==> config.mk <==
export PLATFORM = sky130hd
export DESIGN_NAME = fb_write_arbiter
export DESIGN_NICKNAME = d
export VERILOG_FILES = /design/src/rtl/fb_arb_pkg.sv /design/src/rtl/fb_write_arbiter_rr_pick.sv /design/src/rtl/fb_write_arbiter.sv
export SDC_FILE = /design/constraint.sdc
export NUM_CORES = 1
export LEC_CHECK = 0
export BUFFER_PORTS_ARGS = -buffer_cell sky130_fd_sc_hd__buf_2
export CELL_PAD_IN_SITES_DETAIL_PLACEMENT = 0
export CELL_PAD_IN_SITES_GLOBAL_PLACEMENT = 1
export CORE_MARGIN = 3
export CORE_UTILIZATION = 32
export DETAILED_ROUTE_END_ITERATION = 10
export PLACE_DENSITY = 0.77
export SYNTH_ARGS = -nofsm -noshare
export SYNTH_HDL_FRONTEND = slang
export SYNTH_SLANG_ARGS = --single-unit
==> constraint.sdc <==
create_clock -name Clk -period 3.6 [get_ports Clk]
set_input_delay 0 -clock Clk [delete_from_list [all_inputs] [get_ports Clk]]
set_output_delay 0 -clock Clk [all_outputs]
set_load 0.005 [all_outputs]
==> src/rtl/fb_arb_pkg.sv <==
// Shared types and frame buffer geometry
// for the frame buffer write arbiter.
package fb_arb_pkg;

   typedef enum logic {IDLE, BURST} arb_state_t;

   localparam int FB_ADDR_W = 19;
   localparam int FB_DATA_W = 8;
   localparam int FB_PIXELS = 307200;

endpackage

==> src/rtl/fb_write_arbiter_rr_pick.sv <==
// Combinational round-robin picker: rotate the
// request vector past the last owner, take the lowest set bit.
module rr_pick
   import fb_arb_pkg::*;
#(
   parameter int NUM_REQ = 4
) (
   input  logic [NUM_REQ-1:0] req,
   input  logic [2:0]         prev_owner,
   output logic               valid,
   output logic [2:0]         winner
);

   localparam logic [3:0] LAST_IDX = 4'(NUM_REQ - 1);
   localparam logic [3:0] N4       = 4'(NUM_REQ);

   logic [3:0]           start;
   logic [3:0]           idx;
   logic [3:0]           sum;
   logic [2*NUM_REQ-1:0] dbl;
   logic [NUM_REQ-1:0]   rot;

   always_comb begin
      start = '0;
      if ({1'b0, prev_owner} < LAST_IDX) begin
         start = {1'b0, prev_owner} + 4'd1;
      end
      dbl = {req, req} >> start;
      rot = NUM_REQ'(dbl);
      idx = '0;
      for (int i = NUM_REQ - 1; i >= 0; i--) begin
         if (rot[i]) begin
            idx = 4'(i);
         end
      end
      sum = start + idx;
      if (sum >= N4) begin
         sum = sum - N4;
      end
      winner = 3'(sum);
      valid  = |req;
   end

endmodule

==> src/rtl/fb_write_arbiter.sv <==
// Round-robin arbiter sharing the frame buffer write port
// between burst-writing pixel engines, with burst length cap.
module fb_write_arbiter
   import fb_arb_pkg::*;
#(
   parameter int NUM_REQ   = 4,
   parameter int ADDR_W    = FB_ADDR_W,
   parameter int DATA_W    = FB_DATA_W,
   parameter int MAX_BURST = 64
) (
   input  logic                      Clk,
   input  logic                      Reset,
   input  logic [NUM_REQ-1:0]        req,
   input  logic [NUM_REQ-1:0]        last,
   input  logic [NUM_REQ*ADDR_W-1:0] req_addr,
   input  logic [NUM_REQ*DATA_W-1:0] req_data,
   output logic [NUM_REQ-1:0]        gnt,
   output logic [ADDR_W-1:0]         fb_wraddress,
   output logic [DATA_W-1:0]         fb_data,
   output logic                      fb_wren,
   output logic                      busy,
   output logic [2:0]                owner
);

   localparam int CNT_W = $clog2(MAX_BURST + 1);

   arb_state_t         state;
   logic [2:0]         prev_owner;
   logic [CNT_W-1:0]   beat_cnt;
   logic               pick_valid;
   logic [2:0]         pick_idx;
   logic               beat;
   logic               last_beat;
   logic               release_now;
   logic [ADDR_W-1:0]  sel_addr;
   logic [DATA_W-1:0]  sel_data;

   rr_pick #(
      .NUM_REQ (NUM_REQ)
   ) u_pick (
      .req        (req),
      .prev_owner (prev_owner),
      .valid      (pick_valid),
      .winner     (pick_idx)
   );

   // gnt is one-hot, so it doubles as the owner's select mask
   always_comb begin
      sel_addr = '0;
      sel_data = '0;
      for (int i = 0; i < NUM_REQ; i++) begin
         if (gnt[i]) begin
            sel_addr = req_addr[i*ADDR_W +: ADDR_W];
            sel_data = req_data[i*DATA_W +: DATA_W];
         end
      end
   end

   assign beat        = (state == BURST) && |(req & gnt);
   assign last_beat   = |(req & gnt & last);
   assign release_now = beat &&
      (last_beat || beat_cnt == CNT_W'(MAX_BURST - 1));

   always_ff @(posedge Clk or posedge Reset) begin
      if (Reset) begin
         state        <= IDLE;
         gnt          <= '0;
         owner        <= '0;
         prev_owner   <= 3'(NUM_REQ - 1);
         beat_cnt     <= '0;
         busy         <= 1'b0;
         fb_wren      <= 1'b0;
         fb_wraddress <= '0;
         fb_data      <= '0;
      end else begin
         fb_wren <= beat;
         if (beat) begin
            fb_wraddress <= sel_addr;
            fb_data      <= sel_data;
         end
         case (state)
            IDLE: begin
               if (pick_valid) begin
                  gnt      <= NUM_REQ'(1) << pick_idx;
                  owner    <= pick_idx;
                  beat_cnt <= '0;
                  busy     <= 1'b1;
                  state    <= BURST;
               end
            end
            BURST: begin
               if (release_now) begin
                  gnt        <= '0;
                  busy       <= 1'b0;
                  prev_owner <= owner;
                  state      <= IDLE;
               end else if (beat) begin
                  beat_cnt <= beat_cnt + CNT_W'(1);
               end
            end
            default: state <= IDLE;
         endcase
      end
   end

endmodule

==> results of run 1 <==
## Yosys cell counts (3+ instances only)
master    instances
nor2_1           13
a32o_1            4
nand2_1          50
nor3_1           29
inv_1             8
xor2_1            4
a21o_1            3
o21ai_1          12
clkbuf_1         18
buf_2             4
buf_1             4
nand3_1           9
dfrtp_1          45
nor2b_1          28
a221oi_1         28
ha_1              4
a21oi_1          29
o21ai_0          20
## worst paths after layout
check                                    from          endpoint  slack, ps
worst max-delay path            prev_owner[0]            gnt[3]        520
worst min-delay path             req_addr[69]  fb_wraddress[12]         10
worst max register to register  prev_owner[0]            gnt[3]        520
worst min register to register     fb_data[6]        fb_data[6]        480
max in group asynchronous               Reset            gnt[3]       2770
min in group asynchronous               Reset  fb_wraddress[13]        380
## metrics by stage
step           power (uW)  instances   util  cell area, sq um
6_report             2910        621  0.465              4100
5_1_grt              3210        621  0.465              4100
4_1_cts              2950        621  0.465              4100
3_5_place_dp         2590        590  0.428              3770
3_3_place_gp         2540        590  0.428              3770
2_1_floorplan        2090        351      -              2940
## final cells by class
| type | instances | area share |
|---|---|---|
| tap | 108 | 0.0330 |
| sequential | 47 | 0.288 |
| clock inverter | 1 | 0.00214 |
| multi-input combinational | 266 | 0.392 |
| clock buffer | 7 | 0.0211 |
| timing repair buffer | 182 | 0.254 |
| inverter | 10 | 0.00916 |
## cells by family (layout without fill, tap and decap cells)
logic type,Yosys count,after routing,share of synthesized area
AOI/OAI and AO/OA,108,108,0.248
xor gates and xnor gates,5,5,0.0149
DFF,47,47,0.401
muxes,6,6,0.0247
and+or+nand+nor,143,143,0.240
buffers and inverters,38,200,0.0540
adders and majority gates,4,4,0.0170
## flip-flops by register name, indices dropped and copies added (netlist names)
| register | count |
|---|---|
| beat_cnt | 7 |
| busy | 1 |
| fb_data | 8 |
| fb_wraddress | 19 |
| fb_wren | 1 |
| gnt | 4 |
| owner | 3 |
| prev_owner | 3 |
| state | 1 |
## worst max-delay path, cell delays in order (launching register included)
cell      delay [ps]
dfstp_2          660
ha_1             340
nor2b_2          210
o311a_1          150
a211oi_2         340
a21oi_1           70
nor2_1           110
ha_1             190
ha_1             170
nand2_1           50
a21boi_1         240
a31oi_4          160
a32o_1           290
## power by group
group	internal (uW)	switching, uW	total [uW]
logic	734	925	1660
clock network	158	178	335
registers	736	181	917
total	1630	1280	2910
## per-layer routing
| metal | routed length [microns] | share of wire | global-route usage | vias up |
|---|---|---|---|---|
| met5 | 0 | 0 | 0 | - |
| met4 | 64 | 0.0071 | 0.0363 | 0 |
| met3 | 574 | 0.064 | 0.0355 | 6 |
| met2 | 4490 | 0.50 | 0.294 | 104 |
| met1 | 3840 | 0.43 | 0.222 | 1405 |
| li1 | - | - | - | 1590 |
## repair_timing
item,CTS,global route
resized for setup,0,0
hold endpoints to repair,67,0
hold buffers,23,0
==> results.cfg, run 1 <==
[run_status]
status = completed

[layout]
fill_cells = 878
multi_input_area_sq_mm = 0.00161
mostFrequentLayoutCells = buf_2, nand2_1, dfrtp_1
final_common_cell = buf_2
drive_above_1_share = 0.361
ff_latch_area_sq_mm = 0.00118
layout.nets = 634
n_antenna_cell = 0
synthToLayoutAreaGrowth_pct = 39.3

[setup_path]
arrival_ps = 3270
critical_path_class = flip-flop to flip-flop
cp.required_ps = 3790
endpoint_kind = flip-flop
rr_worst_depth = 12
cp_max_fo = 11
startpoint_type = flip-flop

[detailed_routing]
wl_per_cell_microns = 14.5
drc = 0
vias_per_cell = 5.00
vias = 3105
drt_iter0_drc = 97
drt_pre_antenna_iters = 4
antenna_left = 0
wl_microns = 8980

[timing]
min_period_over_period = 0.857
fmax_mhz = 324
setup_violations = 0
holdWs_ps = 13.0
hold_viol = 0
final_max_slew_viol_count = 0
slew_headroom = 0.278
rsz0062_at_grt = no
tns_ps = 0
fin_crit_ps = 3080
max_slew.worst_pin.slew_ps = 1080
fin_skew_ps = 6.11
worst_slack_ps = 516

[pwr]
p_leak_uw = 0.00200
ir_drop_v = 0.000259
p_per_area_mw_per_mm2 = 711

[floorplanning]
fp.dieH_microns = 102
die_area_sq_mm = 0.0104
initial_utilization = 0.334
rows = 34
die_w_microns = 102
core_sq_mm = 0.00881
io_pins = 154

[global_route]
grt_antenna_before_repair = 0
grt_max_degree = 52
grt_pass1_wl_microns = 14400
grt_pass1_vias = 3058
grt_usage = 0.171
grt-ovfl-total = 0

[cts]
htreeDepth = 2
path_clk_slew_ps = 90
root_buffer = clkbuf_8
tritoncts = yes
postCtsSetupBuffers = 0
clock_latency_ps = 290
cts_buffers = 5
clockBufferDepth = 2
cts_sinks = 47

[synthesis]
synth_top_flop_cell = dfrtp_1
syn_inst = 351
ys_warn_count = 0
synthesis.area_sq_mm = 0.00294
synth_edf_count = 0
yosysTopAreaCellShare = 0.383
yosys.cell_types.count = 47
synth.largest_area_cell = dfrtp_1
yosysSeqAreaShare = 0.401
ys_seq_elements = 47
yosys-top-cells-area = dfrtp_1, a221oi_1, nand2_1, nor2b_1, a21oi_1
syn_nets = 473
ys_async_sr_fraction = 1.00
avgSynthCellArea_sq_um = 8.38

[placement]
pre_cts_ws_ps = 549
io_buffers = 153
gp_congestion = 0.805
post-dp-hpwl_microns = 6680

[job]
drv_cap = 0

[min_path]
holdPathStages = 3
hold_path.class = input port to flip-flop
(Power assumes the default switching activity.)
==> inputs of run 2 (changes only) <==
- CORE_UTILIZATION: 32 -> 33
- PLACE_DENSITY: 0.77 -> 0.76
- SYNTH_HIERARCHICAL: not set -> 1
==> run 2 against run 1 <==
Compared with the run above:
- non-clock buffer count shrank 17
- first-iteration DRC count shrank 1.0%
- clock power grew 4%
- largest power group unchanged
- critical endpoint is now gnt[0]
- clock skew grew 2.8 ps
- sequential share of layout area shrank 0.11 points
- cell area grew 0.40%
- sequential power grew 6.2%
- maximum frequency shrank 10%
==> results.cfg, run 2 <==
[timing]
final_max_slew_viol_count = 0
setup_violations = 0
holdWs_ps = 52.3
fin_skew_ps = 8.88
min_period_over_period = 0.956
fin_crit_ps = 3440
hold_viol = 0
slew_headroom = 0.337
max_slew.worst_pin.slew_ps = 993
rsz0062_at_grt = no
tns_ps = 0
fmax_mhz = 290

[setup_path]
r2r_slack_ps = 160
r2r-end = gnt[0]
crit_start = prev_owner[0]
rr_worst_depth = 11
crit_buf_inv = 1
startpoint_type = flip-flop
crit_path_end = gnt[0]
cp.depth = 11
r2r-start = prev_owner[0]
cpMaxStageDelayCell = dfstp_2
arrival_ps = 3620
endpoint_kind = flip-flop
critical_path_class = flip-flop to flip-flop
cp_max_fo = 6
cp.required_ps = 3780
max_stage_delay_ps = 580
critPathTopFamily = compound AO/OA/AOI/OAI gates
worstPathCellList = ha_1, nand2b_4, a21o_4, mux4_2, or2_1, o32a_1, fa_1, a2111oi_2, buf_4, nor3_1, a32o_1

[global_route]
grt_usage = 0.174
grt_max_degree = 59
grt_antenna_before_repair = 0
grt_pass1_wl_microns = 14700
grt-ovfl-total = 0
grt_pass1_vias = 3019

[synthesis]
synthesis.area_sq_mm = 0.00312
yosysSeqAreaShare = 0.378
synth-adder-area-share = 0.0225
synth_common_cells = dfrtp_1, nand2_1, nor2_1
yosys.cell_types.count = 61
synth-compound-area-share = 0.340
yosysTopAreaCellShare = 0.361
synth_top_flop_cell = dfrtp_1
synth.largest_area_cell = dfrtp_1
synth_mux_area_frac = 0.0381
synth-xor-area-share = 0
synth_edf_count = 0
synth.most_common_cell = dfrtp_1
ys_async_sr_fraction = 1.00
syn_inst = 333
syn_nets = 456
avgSynthCellArea_sq_um = 9.36
synth_top_family_by_area = compound AO/OA/AOI/OAI gates
yosys-top-cells-area = dfrtp_1, a221oi_1, o21a_1, o311ai_0, nand2_1
yosys.area_share.simple = 0.169
ys_warn_count = 6
ys_seq_elements = 47

[cts]
clock_latency_ps = 290
htreeDepth = 2
cts_sinks = 47
cts_buffers = 5
root_buffer = clkbuf_8
clockBufferDepth = 2
path_clk_slew_ps = 90
tritoncts = yes

[floorplanning]
die_w_microns = 103
fp.dieH_microns = 103
io_pins = 154
die_area_sq_mm = 0.0107
rows = 34
core_sq_mm = 0.00893
initial_utilization = 0.349

[detailed_routing]
vias_per_cell = 5.55
wl_microns = 10000
antenna_left = 0
wl_per_cell_microns = 17.0
drt_pre_antenna_iters = 5
drc = 0
vias = 3261
drt_iter0_drc = 96

[layout]
synthToLayoutAreaGrowth_pct = 31.9
layout.nets = 602
top_regs = fb_wraddress: 19 flops, fb_data: 8 flops, beat_cnt: 7 flops
design_area_sq_mm = 0.00411
mostFrequentLayoutCells = buf_2, dfrtp_1, nand2_1
fill_cells = 907
n_antenna_cell = 0
final_common_cell = buf_2
drive_above_1_share = 0.402
ff_latch_area_sq_mm = 0.00118
largest_register_ffs = 19
largest_register = fb_wraddress
multi_input_area_sq_mm = 0.00179

[min_path]
hold_path.class = input port to flip-flop

[pwr]
internal-power_uw = 1870
power_switching_uw = 1410
p_seq_frac = 0.297
p_comb_frac = 0.596
p_leak_uw = 0.00179
pwr-share-clk = 0.107
p_per_area_mw_per_mm2 = 797
switching_share = 0.429
ir_drop_v = 0.000561

[job]
drv_cap = 0

[placement]
postPlaceCellArea_sq_mm = 0.00395
post-dp-hpwl_microns = 7380
gp_congestion = 0.806
io_buffers = 153

[run_status]
status = completed
[run 2: cells by family after synthesis]
kind of cell             Yosys count
AO/OA/AOI/OAI                    123
AND/OR/NAND/NOR                  109
flip-flops                        47
buffers and inverters             39
multiplexers                      10
adder cells (fa/ha/maj)            5
[run 2: repair_timing]
item / 4_1_cts / 5_1_grt
resized for setup: 0 / 2
endpoints found under the hold margin: 47 / 0
setup endpoints to repair: 0 / 4
hold buffers: 3 / 0
buffers inserted: 0 / 4
[run 2: metal layers]
layer | vias to the layer above | routed length [microns] | track usage
li1 | 1586 | - | -
met1 | 1533 | 4480 | 0.242
met2 | 130 | 4800 | 0.288
met3 | 12 | 560 | 0.0255
met4 | 0 | 162 | 0.0369
met5 | - | 0 | 0
[run 2: worst min path at each step]
stage                 start                to  slack (ps)  cells after the start
3_3_place_gp          Reset        fb_data[6]         290                      2
3_5_place_dp   req_data[30]        fb_data[6]         300                      3
5_1_grt        req_addr[74]  fb_wraddress[17]          60                      4
2_1_floorplan  req_data[29]        fb_data[5]         200                      2
6_report       req_addr[74]  fb_wraddress[17]          50                      4
4_1_cts        req_addr[74]  fb_wraddress[17]          40                      4
[run 2: worst register-to-register path: stages (launching register included)]
cell and delay, ps:
dfstp_2 580, ha_1 300, nand2b_4 100, a21o_4 120, mux4_2 530, or2_1 270, o32a_1 210, fa_1 410
a2111oi_2 350, buf_4 180, nor3_1 60, a32o_1 230
[run 2: per-stage QoR]
stage / util / setup WS [ps] / instances / total power, uW
3_3_place_gp: 0.442 / 134 / 573 / 2860
3_5_place_dp: 0.442 / 18.5 / 573 / 2900
4_1_cts: 0.456 / 1.55 / 584 / 3270
6_report: 0.460 / 157 / 588 / 3280
5_1_grt: 0.460 / 3.89 / 588 / 3570
2_1_floorplan: - / 166 / 333 / 2320
[run 2: area by class of cell]
| class | count | share of cell area |
|---|---|---|
| Timing Repair Buffer | 165 | 0.210 |
| Clock buffer | 8 | 0.0243 |
| Multi-Input combinational cell | 247 | 0.434 |
| Sequential cell | 47 | 0.287 |
| Inverter | 13 | 0.0119 |
| Tap cell | 108 | 0.0329 |
[run 2: power by group through the flow]
| stage | combinational (uW) | sequential (uW) | clock (uW) |
|---|---|---|---|
| detailed placement | 1900 | 993 | 0 |
| global placement | 1870 | 987 | 0 |
| floorplan | 1360 | 960 | 0 |
| CTS | 1920 | 985 | 363 |
| finish | 1950 | 974 | 350 |
| global route | 2180 | 1010 | 384 |
==> inputs of run 3 (changes only) <==
- ABC_AREA: not set -> 1
- CORE_UTILIZATION: 33 -> 32
- CTS_CLUSTER_SIZE: not set -> 24
- RECOVER_POWER: not set -> 50
==> run 3 against run 2 <==
Compared with the run above:
- wire length rose by 6.7%
- clock skew barely moved
- area after synthesis rose by 4.4%
- critical path type unchanged
- highest routed layer unchanged
- die area rose by 7.2%
- clock power rose by 3%
- sequential power fell by 0.9%
- utilization fell by 1.0 points
- worst setup slack improved by 690 ps
- critical path depth rose by 4
- global-route usage rose by 1.3 points
- first-iteration DRC count rose by 42%
- the run now ends with capacitance limit, slew limit left
==> results.cfg, run 3 <==
[timing]
fin_skew_ps = 9.05
slew_headroom = -0.235
setup_violations = 0
min_period_over_period = 0.764
fmax_mhz = 364
max_slew.worst_pin.slew_ps = 1850
holdWs_ps = 7.38
final_max_slew_viol_count = 80
rsz0062_at_grt = no
tns_ps = 0
hold_viol = 0
fin_crit_ps = 2750

[min_path]
hold_path.class = input port to flip-flop
holdPathEnd = fb_data[0]
hold_start = req_data[24]
holdPathStages = 3

[detailed_routing]
drc = 0
drt_pre_antenna_iters = 4
drt_iter0_drc = 136
vias_per_cell = 4.85
wl_per_cell_microns = 14.6
wl_microns = 10700
antenna_left = 0
vias = 3558

[synthesis]
ys_warn_count = 6
synth_top_family_by_area = simple AND/OR/NAND/NOR gates
synth_mux_area_frac = 0.00346
synth-adder-area-share = 0.0215
synth_edf_count = 0
synthesis.area_sq_mm = 0.00326
syn_nets = 553
synth_common_cells = nand2_1, a21oi_1, dfrtp_1
synth.most_common_cell = nand2_1
yosysSeqAreaShare = 0.362
yosys.cell_types.count = 31
synth-xor-area-share = 0.00807
synth_top_flop_cell = dfrtp_1
synth.largest_area_cell = dfrtp_1
yosys-top-cells-area = dfrtp_1, nand2_1, a21oi_2, a21oi_1, o211ai_1
ys_async_sr_fraction = 1.00
synth-compound-area-share = 0.245
syn_inst = 430
ys_seq_elements = 47
yosysTopAreaCellShare = 0.346
avgSynthCellArea_sq_um = 7.57
yosys.area_share.simple = 0.295

[layout]
fill_cells = 1063
final_common_cell = buf_2
largest_register_ffs = 19
mostFrequentLayoutCells = buf_2, nand2_1, a21oi_1
top_regs = fb_wraddress: 19 flops, fb_data: 8 flops, beat_cnt: 7 flops
n_antenna_cell = 0
layout.nets = 722
largest_register = fb_wraddress
drive_above_1_share = 0.330
synthToLayoutAreaGrowth_pct = 35.8
design_area_sq_mm = 0.00442

[global_route]
grt_usage = 0.187
grt_pass1_wl_microns = 17100
grt-ovfl-total = 0
grt_antenna_before_repair = 0
grt_max_degree = 48
grt_pass1_vias = 3475

[setup_path]
cp.required_ps = 3790
endpoint_kind = flip-flop
startpoint_type = flip-flop
worstPathCellList = ha_1, nand2_1, nand2_1, o21ai_0, inv_1, a21oi_1, ha_1, inv_1, fa_1, nor3_1, nor2_1, nand2_1, nor2_1, nand2_1, nand2_1
r2r-start = prev_owner[0]
arrival_ps = 2940
cp_max_fo = 5
cpMaxStageDelayCell = dfstp_2
critical_path_class = flip-flop to flip-flop
r2r-end = gnt[1]
rr_worst_depth = 15
r2r_slack_ps = 850
max_stage_delay_ps = 600
cpMostUsedCell = nand2_1

[pwr]
p_seq_frac = 0.267
p_leak_uw = 0.00220
p_per_area_mw_per_mm2 = 818
power_switching_uw = 1810
p_comb_frac = 0.634
switching_share = 0.500
ir_drop_v = 0.000238
pwr-share-clk = 0.099
design_power_total_uw = 3620
internal-power_uw = 1810

[placement]
post-dp-hpwl_microns = 7740
gp_congestion = 0.849
io_buffers = 153
postPlaceCellArea_sq_mm = 0.00408

[cts]
path_clk_slew_ps = 90
cts_buffers = 5
postCtsSetupBuffers = 0
clock_latency_ps = 300
htreeDepth = 2
clockBufferDepth = 2
tritoncts = yes
cts_sinks = 47
root_buffer = clkbuf_8
post_cts_resized = 0
hold_buffers = 27

[floorplanning]
core_sq_mm = 0.00982
rows = 36
initial_utilization = 0.332
die_area_sq_mm = 0.0114
fp.dieH_microns = 107
io_pins = 154
die_w_microns = 107

[run_status]
violations = capacitance limit, slew limit
status = finished, violations left

[job]
drv_cap = 2
run 3: layer usage:
layer	routed length [microns]	up-vias	share of wire	GRT usage
met5	0	-	0	0
met4	204	0	0.019	0.0521
met3	514	13	0.048	0.0367
met2	5410	102	0.51	0.323
met1	4540	1663	0.43	0.238
li1	-	1780	-	-
run 3: worst max path at each step:
stage | start | to | slack, ps | depth (start not counted)
2_1_floorplan | prev_owner[0] | gnt[0] | 1100 | 15
3_3_place_gp | prev_owner[0] | gnt[2] | 940 | 15
3_5_place_dp | prev_owner[0] | gnt[1] | 860 | 15
4_1_cts | prev_owner[0] | gnt[1] | 850 | 15
5_1_grt | prev_owner[0] | gnt[2] | 540 | 14
6_report | prev_owner[0] | gnt[1] | 850 | 15
run 3: final cells by class:
class                           count  area (sq um)  area share
Inverter                           20          75.1      0.0170
Tap cell                          133           166      0.0376
Sequential cell                    47          1180       0.267
Clock buffer                        8           100      0.0226
Multi-Input combinational cell    341          1870       0.422
Timing Repair Buffer              184          1030       0.234
run 3: worst max-delay path: cells and delay by family (launching register included):
family | cells | cell delay [ps]
AOI/OAI and AO/OA | 2 | 270
adders and majority gates | 3 | 810
buffers and inverters | 2 | 120
DFF | 1 | 600
and+or+nand+nor | 8 | 840
run 3: power groups by stage:
stage                     clock network [uW]  logic [uW]  registers, uW
after floorplan                            0        1710            958
after global placement                     0        2290            966
after detailed placement                   0        2320            974
after CTS                                373        2350            966
after global routing                     393        2610           1000
final                                    359        2290            965
run 3: metrics by stage:
stage,utilization,worst slack [ps],instances
3_3_place_gp,0.416,936,698
6_report,0.450,850,733
4_1_cts,0.453,848,733
5_1_grt,0.450,536,733
2_1_floorplan,-,1100,430
3_5_place_dp,0.416,856,698
run 3: kinds of logic after synthesis:
logic type,Yosys count
compound gates,119
xor+xnor,3
mux,1
flops,47
simple gates,213
fa+ha+maj,5
buf+inv,42
